--- config.mk ---
export PLATFORM = sky130hd
export DESIGN_NAME = layer_sequencer
export DESIGN_NICKNAME = d
export VERILOG_FILES = /design/src/rtl/layer_sequencer.sv
export SDC_FILE = /design/constraint.sdc
export NUM_CORES = 1
export LEC_CHECK = 0
export ABC_AREA = 1
export CELL_PAD_IN_SITES_DETAIL_PLACEMENT = 0
export CELL_PAD_IN_SITES_GLOBAL_PLACEMENT = 1
export CORE_MARGIN = 2
export CORE_UTILIZATION = 40
export CTS_BUF_LIST = sky130_fd_sc_hd__clkbuf_4 sky130_fd_sc_hd__clkbuf_8
export DETAILED_ROUTE_END_ITERATION = 12
export GPL_ROUTABILITY_DRIVEN = 0
export GPL_TIMING_DRIVEN = 0
export PLACE_DENSITY = 0.86
export SLEW_MARGIN = 20
export SYNTH_ARGS = -nofsm -noshare
export SYNTH_HDL_FRONTEND = slang
export SYNTH_SLANG_ARGS = --single-unit
--- constraint.sdc ---
create_clock -name clk -period 2.4 [get_ports clk]
set_input_delay 0.72 -clock clk [delete_from_list [all_inputs] [get_ports clk]]
set_output_delay 0.72 -clock clk [all_outputs]
set_load 0.01 [all_outputs]
--- src/rtl/layer_sequencer.sv ---
// ---------------------------------------------------------------------------
// layer_sequencer
//
// Per-inference controller for the dense-layer datapath. For each of
// NUM_LAYERS layers it clears the MAC accumulators, feeds the layer's input
// columns, waits out the MAC pipeline, triggers the activation block, waits
// for its completion and writes the activation result back into the feature
// buffer. A sticky error is raised if the activation block does not answer
// within ACT_TIMEOUT cycles.
//
// Ports:
//   clk            system clock, rising edge
//   rst_overall_n  asynchronous active-low reset
//   start          begin inference (sampled only while idle)
//   abort          synchronous abort back to idle
//   act_done       activation complete from relu_block
//   busy           high whenever the sequencer is not idle
//   done           one-cycle pulse when an inference completes
//   err            sticky activation-timeout flag
//   layer_idx      current layer number
//   last_layer     current layer is the final one
//   col_addr       weight/feature column address during column feed
//   mac_en         MAC accumulate enable
//   rst_vals       accumulator/activation clear
//   layer_done     one-cycle activation trigger to relu_block
//   buf_load       one-cycle feature-buffer write strobe
// ---------------------------------------------------------------------------
module layer_sequencer #(
   parameter int NUM_LAYERS = 3,
   parameter int COL_W = 10,
   parameter logic [NUM_LAYERS*COL_W-1:0] LAYER_COLS = {10'd32, 10'd64, 10'd784},
   parameter int PIPE_LAT = 2,
   parameter int ACT_TIMEOUT = 8,
   parameter int LAYER_W = 2
) (
   input  logic               clk,
   input  logic               rst_overall_n,
   input  logic               start,
   input  logic               abort,
   input  logic               act_done,
   output logic               busy,
   output logic               done,
   output logic               err,
   output logic [LAYER_W-1:0] layer_idx,
   output logic               last_layer,
   output logic [COL_W-1:0]   col_addr,
   output logic               mac_en,
   output logic               rst_vals,
   output logic               layer_done,
   output logic               buf_load
);

   typedef enum logic [2:0] {
      S_IDLE,
      S_CLEAR,
      S_FEED,
      S_DRAIN,
      S_ACT,
      S_WAIT_ACT,
      S_LOAD,
      S_FINISH
   } state_e;

   // One counter is shared between the drain delay and the activation
   // timeout; it must be wide enough for the larger of the two.
   localparam int CNT_MAX = (PIPE_LAT > ACT_TIMEOUT) ? PIPE_LAT : ACT_TIMEOUT;
   localparam int CNT_W = (CNT_MAX > 2) ? $clog2(CNT_MAX) : 1;
   localparam logic [CNT_W-1:0] DRAIN_LAST = CNT_W'((PIPE_LAT > 0) ? PIPE_LAT - 1 : 0);
   localparam logic [CNT_W-1:0] TO_LAST = CNT_W'(ACT_TIMEOUT - 1);
   localparam logic [LAYER_W-1:0] LAST_IDX = LAYER_W'(NUM_LAYERS - 1);

   // With no pipeline latency the drain state is skipped altogether.
   localparam state_e AFTER_FEED = (PIPE_LAT == 0) ? S_ACT : S_DRAIN;

   state_e             r_state;
   logic [LAYER_W-1:0] r_layerIdx;
   logic [COL_W-1:0]   r_colAddr;
   logic [CNT_W-1:0]   r_cnt;
   logic               r_err;

   logic [COL_W-1:0]   w_layerCols;
   logic [COL_W-1:0]   w_lastCol;
   logic               w_lastLayer;

   // Column count for the layer in progress; layer 0 sits in the LSBs.
   assign w_layerCols = LAYER_COLS[int'(r_layerIdx)*COL_W +: COL_W];
   assign w_lastCol   = w_layerCols - COL_W'(1);
   assign w_lastLayer = (r_layerIdx == LAST_IDX);

   // Sequencer FSM. Abort out of any active state overrides every other
   // transition; counters are cleared on entry to the state that uses them.
   always_ff @(posedge clk or negedge rst_overall_n) begin
      if (!rst_overall_n) begin
         r_state    <= S_IDLE;
         r_layerIdx <= '0;
         r_colAddr  <= '0;
         r_cnt      <= '0;
         r_err      <= 1'b0;
      end else if (abort && (r_state != S_IDLE)) begin
         r_state   <= S_IDLE;
         r_colAddr <= '0;
         r_cnt     <= '0;
      end else begin
         case (r_state)
            S_IDLE: begin
               if (start) begin
                  r_state    <= S_CLEAR;
                  r_layerIdx <= '0;
                  r_err      <= 1'b0;
               end
            end
            S_CLEAR: begin
               r_colAddr <= '0;
               r_cnt     <= '0;
               // A layer without columns goes straight to the drain.
               if (w_layerCols == '0) begin
                  r_state <= AFTER_FEED;
               end else begin
                  r_state <= S_FEED;
               end
            end
            S_FEED: begin
               if (r_colAddr == w_lastCol) begin
                  r_colAddr <= '0;
                  r_cnt     <= '0;
                  r_state   <= AFTER_FEED;
               end else begin
                  r_colAddr <= r_colAddr + COL_W'(1);
               end
            end
            S_DRAIN: begin
               if (r_cnt == DRAIN_LAST) begin
                  r_cnt   <= '0;
                  r_state <= S_ACT;
               end else begin
                  r_cnt <= r_cnt + CNT_W'(1);
               end
            end
            S_ACT: begin
               r_cnt   <= '0;
               r_state <= S_WAIT_ACT;
            end
            S_WAIT_ACT: begin
               // A completion arriving on the final allowed cycle still wins
               // over the timeout.
               if (act_done) begin
                  r_cnt   <= '0;
                  r_state <= S_LOAD;
               end else if (r_cnt == TO_LAST) begin
                  r_cnt   <= '0;
                  r_err   <= 1'b1;
                  r_state <= S_IDLE;
               end else begin
                  r_cnt <= r_cnt + CNT_W'(1);
               end
            end
            S_LOAD: begin
               if (w_lastLayer) begin
                  r_state <= S_FINISH;
               end else begin
                  r_layerIdx <= r_layerIdx + LAYER_W'(1);
                  r_state    <= S_CLEAR;
               end
            end
            S_FINISH: begin
               r_state <= S_IDLE;
            end
            default: begin
               r_state <= S_IDLE;
            end
         endcase
      end
   end

   // Moore decode: every strobe is a pure function of the registered state.
   // layer_idx is held after finishing so the last layer stays visible.
   assign busy       = (r_state != S_IDLE);
   assign rst_vals   = (r_state == S_CLEAR);
   assign mac_en     = (r_state == S_FEED);
   assign layer_done = (r_state == S_ACT);
   assign buf_load   = (r_state == S_LOAD);
   assign done       = (r_state == S_FINISH);
   assign err        = r_err;
   assign layer_idx  = r_layerIdx;
   assign last_layer = w_lastLayer;
   assign col_addr   = r_colAddr;

endmodule

==> results of run 1 <==
## routing by layer
layer	routed length (um)	GRT usage	up-vias
met3	112	0.0256	2
li1	-	-	648
met2	1390	0.303	31
met4	25	0.0559	0
met5	0	0	-
met1	1510	0.272	567
## Yosys cell counts
cell      number  area share
nand2_1       53        0.15
nor2_1        32       0.093
inv_1         30       0.087
dfrtp_1       19        0.37
nand3_1       14       0.054
ha_1           8       0.077
o21ai_0        8       0.031
nand4_1        5       0.024
xor2_1         5       0.034
a21oi_1        4       0.015
inv_2          2      0.0058
o31ai_1        2       0.012
nand2_4        1      0.0087
nand3_2        1      0.0077
nand3b_1       1      0.0058
nor2_2         1      0.0048
o21bai_2       1      0.0087
or2_0          1      0.0048
or2_1          1      0.0048
## final timing paths
path	cells after the start	end	start
worst max-delay path	4	rst_vals	r_state[1]$_DFFE_PN0P_
worst min-delay path	2	r_cnt[1]$_DFFE_PN0P_	r_cnt[1]$_DFFE_PN0P_
worst max register to register	10	col_addr[6]$_DFFE_PN0P_	layer_idx[1]$_DFFE_PN0P_
worst min register to register	2	r_cnt[1]$_DFFE_PN0P_	r_cnt[1]$_DFFE_PN0P_
max in group asynchronous	1	r_state[0]$_DFFE_PN0P_	rst_overall_n
min in group asynchronous	1	layer_idx[1]$_DFFE_PN0P_	rst_overall_n
## cells by family (layout without fill, tap and decap cells)
kind of cell,Yosys count,in the layout,synth area share
AO/OA/AOI/OAI,15,15,0.0667
XOR/XNOR,5,5,0.0338
adder cells (fa/ha/maj),8,8,0.0774
buffers and inverters,32,61,0.0928
flip-flops,19,19,0.368
AND/OR/NAND/NOR,110,110,0.362
## area by class of cell
| type | instances | area [um^2] | area share |
|---|---|---|---|
| multi-input cells | 138 | 711 | 0.431 |
| flip-flops and latches | 19 | 479 | 0.291 |
| repair buffers | 25 | 255 | 0.155 |
| inverters | 32 | 120 | 0.0729 |
| well taps | 44 | 55.1 | 0.0334 |
| clock buffers | 3 | 22.5 | 0.0137 |
| clock inverters | 1 | 5.00 | 0.00304 |
## cell usage in the layout, fill, tap and decap left out
cell type	netlist	layout
a21oi_1	4	4
buf_4	0	1
clkbuf_4	0	3
clkdlybuf4s50_1	0	21
clkinv_2	0	1
dfrtp_1	19	16
dfrtp_2	0	3
dlymetal6s2s_1	0	3
ha_1	8	8
inv_1	30	29
inv_2	2	3
nand2_1	53	53
nand2_4	1	1
nand3_1	14	13
nand3_2	1	2
nand3b_1	1	1
nand4_1	5	5
nor2_1	32	31
nor2_2	1	1
nor2_4	0	1
o21ai_0	8	8
o21bai_2	1	1
o31ai_1	2	2
or2_0	1	1
or2_1	1	1
xor2_1	5	5
## metrics by stage
step,instances,utilization
final,262,0.540
after global routing,262,0.540
after CTS,261,0.530
after detailed placement,257,0.520
after global placement,257,0.520
after floorplan,189,-
## report_power, final
part,leakage [nW],switching [mW],internal (mW),total (mW)
combinational,0.618,0.490,0.299,0.788
sequential,0.256,0.0720,0.379,0.451
clock,0.0177,0.103,0.0619,0.165
total,0.892,0.665,0.740,1.41
## critical path: cells and delay by family (launching register included)
kind	cells	cell delay, ns
buffers and inverters	3	0.70
flip-flops	1	0.47
AND/OR/NAND/NOR	1	0.11
## flip-flops by register name, summed over array words and instances, names as in the netlist
name and cells:
col_addr 10, r_cnt 3, r_state 3, layer_idx 2, err 1
## what timing repair did
action / 4_1_cts / 5_1_grt
endpoints found under the setup margin: 0 / 6
resized for setup: 0 / 10
setup buffers: 0 / 1
==> impl_metrics.toml, run 1 <==
[synth]
yosysSeqAreaShare = 0.368
ys_warn_count = 0
avgSynthCellArea_um2 = 6.85
netlist_area_um2 = 1290
ys_types = 19
synthCells = 189
syn_nets = 202
ys_ff_latch = 19

[clock_network]
htreeDepth = 1
clk_pin_slew_ns = 0.12
ctsRootBufferMaster = "clkbuf_4"
clk_latency_ns = 0.29
cts_hold_buf = 0
cts_tree = "done"
cts.sinks = 19
clockBufferDepth = 2
numCtsBuffers = 3

[sta]
grt_setup_unrepaired = "no"
fin_skew_ns = 0.00571
worst_slew_pin_slew_ns = 0.897
finalSetupViolCount = 0
setup_ws_ns = 0.0954
period_needed_ns = 2.30
final_max_slew_viol_count = 0
max_freq_mhz = 434
whs_ns = 0.536
tns_ns = 0
fin_crit_sh = 0.960
slew_headroom = 0.400
hold_violations = 0

[min_path]
min_path_type = "flop to flop"

[layout]
fill_cells = 344
antenna_cells = 0
fin_area_um2 = 1650
nNetsFinal = 232
drive_gt1_frac = 0.0780
area_growth_pct = 27.4

[worst_setup_path]
cp_data_arrival_time_ns = 1.58
crit_type = "flop to output port"
worstPathCellList = "inv_1, nand3_2, inv_1, clkdlybuf4s50_1"
cpMaxStageDelayCell = "clkdlybuf4s50_1"
ff2ff_setup_slack_ns = 0.51
crit_top_cell = "inv_1"
slowest_delay_ns = 0.52
cp-end-kind = "output port"
required_ns = 1.68
path_max_fanout = 6
cp-start-kind = "flop"

[routing]
via_per_inst = 4.76
dr.pass1.iters = 4
ant_nets = 0
drt_iter0_markers = 94
wire_per_inst_um = 11.6
dr_total_vias = 1248
routed_wirelength_um = 3040
drc = 0

[floorplan]
fp.dieW_um = 60.9
die_h_um = 60.9
core_um2 = 3050
rows = 20
io_pins = 25
die_area_um2 = 3710
start_util = 0.424

[global_routing]
grt-ovfl-total = 0
grt_pass1_vias = 1180
grt_max_degree = 20
track_usage = 0.191
antenna_found_initial = 0
grt_pass1_wl_um = 5240

[pwr]
fin_total_pwr_mw = 1.41
leakage_nw = 0.892
p_per_area_nw_per_um2 = 853
peakVddDrop_mv = 0.397

[flow_run]
cap_viol_max_count = 0

[placement]
port_buffers = 24
dp_slack_ns = 0.161
place_area_um2 = 1590
dp_hpwl_um = 2410

[outcome]
outcome = "completed"
Power figures use the tool's default switching activity.
==> run 2: changes to the inputs <==
==> constraint.sdc (replaced) <==
create_clock -name clk -period 2.4 [get_ports clk]
set_input_delay 0.48 -clock clk [delete_from_list [all_inputs] [get_ports clk]]
set_output_delay 0.48 -clock clk [all_outputs]
set_load 0.01 [all_outputs]
==> impl_metrics.toml, run 2 (same netlist as run 1, synthesis figures left out) <==
[outcome]
outcome = "completed"

[worst_setup_path]
worst-path-buf-inv = 2
cp_data_arrival_time_ns = 1.67
r2r_end = "col_addr[6]$_DFFE_PN0P_"
cp-start-kind = "flop"
slowest_delay_ns = 0.52
cpMaxStageDelayCell = "clkdlybuf4s50_1"
crit_type = "flop to output port"
required_ns = 1.92
worstPathCellList = "nor2_1, nand2_1, inv_1, clkdlybuf4s50_1"
r2r_cells = 10
path_max_fanout = 6
cp-end-kind = "output port"
r2r_start = "layer_idx[0]$_DFFE_PN0P_"
ff2ff_setup_slack_ns = 0.49
cp_top_family = "buffers and inverters"

[routing]
ant_nets = 0
drt_iter0_markers = 80
via_per_inst = 4.69
dr.pass1.iters = 4
drc = 0
dr_total_vias = 1223
wire_per_inst_um = 11.5
routed_wirelength_um = 2990

[global_routing]
grt-ovfl-total = 0
grt_max_degree = 20
antenna_found_initial = 0
grt_pass1_wl_um = 5240
grt_pass1_vias = 1180
track_usage = 0.191

[clock_network]
numCtsBuffers = 3
cts_hold_buf = 0
clk_pin_slew_ns = 0.12
cts.sinks = 19
ctsRootBufferMaster = "clkbuf_4"
cts_tree = "done"
htreeDepth = 1
clk_latency_ns = 0.29
cts_setup_buffers = 0
clockBufferDepth = 2
cts.repair.resized = 0

[floorplan]
start_util = 0.424
die_area_um2 = 3710
rows = 20
core_um2 = 3050
io_pins = 25
fp.dieW_um = 60.9
die_h_um = 60.9

[layout]
finalNonFillerCells = 261
antenna_cells = 0
nNetsFinal = 231
fin_area_um2 = 1620
mostFrequentLayoutCell = "nand2_1"
area_growth_pct = 25.0
final_cell_mix = "nand2_1 (53), nor2_1 (32), inv_1 (30), clkdlybuf4s50_1 (24), dfrtp_1 (19)"
largest_reg_flops = 10
drive_gt1_frac = 0.0461

[sta]
max_freq_mhz = 464
worst_slew_pin_slew_ns = 0.898
fin_skew_ns = 0.00407
slew_headroom = 0.399
hold_violations = 0
grt_setup_unrepaired = "no"
final_max_slew_viol_count = 0
whs_ns = 0.536
fin_crit_sh = 0.898
period_needed_ns = 2.15
finalSetupViolCount = 0
tns_ns = 0
setup_ws_ns = 0.246

[pwr]
leakage_nw = 0.836
p_per_area_nw_per_um2 = 846
peakVddDrop_mv = 0.387

[min_path]
min_path_type = "flop to flop"
whs_endpoint = "r_cnt[1]$_DFFE_PN0P_"
holdCritStartpoint = "r_cnt[1]$_DFFE_PN0P_"
whs_path_depth = 2

[flow_run]
cap_viol_max_count = 0

[placement]
place_area_um2 = 1590
port_buffers = 24
dp_slack_ns = 0.401
dp_hpwl_um = 2410
dp.cells = 257
run 2: cell type report:
class / instances / area [um^2]
fillers: 346 / 1440
multi-input cells: 138 / 698
flip-flops and latches: 19 / 475
repair buffers: 24 / 240
inverters: 32 / 120
well taps: 44 / 55.1
clock buffers: 3 / 22.5
clock inverters: 1 / 5.00
run 2: per-layer routing:
metal | part of all wire | up-vias | track usage
li1 | - | 648 | -
met1 | 0.51 | 549 | 0.272
met2 | 0.45 | 24 | 0.303
met3 | 0.026 | 2 | 0.0256
met4 | 0.0084 | 0 | 0.0559
met5 | 0 | - | 0
run 2: worst register-to-register path, stage by stage (launching register included):
cell and delay, ns:
dfrtp_1 0.42, inv_1 0.11, ha_1 0.32, inv_1 0.10, a21oi_1 0.07, nor2_1 0.09, nand2_1 0.08, o21bai_2 0.28
nand2_1 0.13, inv_2 0.15, nor2_1 0.06
run 2: per-stage QoR:
step	power (mW)	util
after floorplan	0.934	-
after global placement	1.19	0.520
after detailed placement	1.21	0.520
after CTS	1.39	0.530
after global routing	1.52	0.530
final	1.37	0.530
run 2: report_power, final:
group | total, mW | internal, mW | switching [mW]
logic | 0.761 | 0.285 | 0.476
clock network | 0.164 | 0.0619 | 0.102
registers | 0.443 | 0.375 | 0.0680
total | 1.37 | 0.722 | 0.647
run 2: worst max-delay path by stage:
stage	startpoint	to	slack (ns)	cells past startpoint
2_1_floorplan	layer_idx[0]$_DFFE_PN0P_	col_addr[6]$_DFFE_PN0P_	0.73	11
3_3_place_gp	abort	col_addr[4]$_DFFE_PN0P_	0.42	7
3_5_place_dp	abort	col_addr[4]$_DFFE_PN0P_	0.40	7
4_1_cts	r_state[2]$_DFFE_PN0P_	mac_en	0.25	4
5_1_grt	r_state[1]$_DFFE_PN0P_	layer_done	0.09	4
6_report	r_state[1]$_DFFE_PN0P_	layer_done	0.25	4
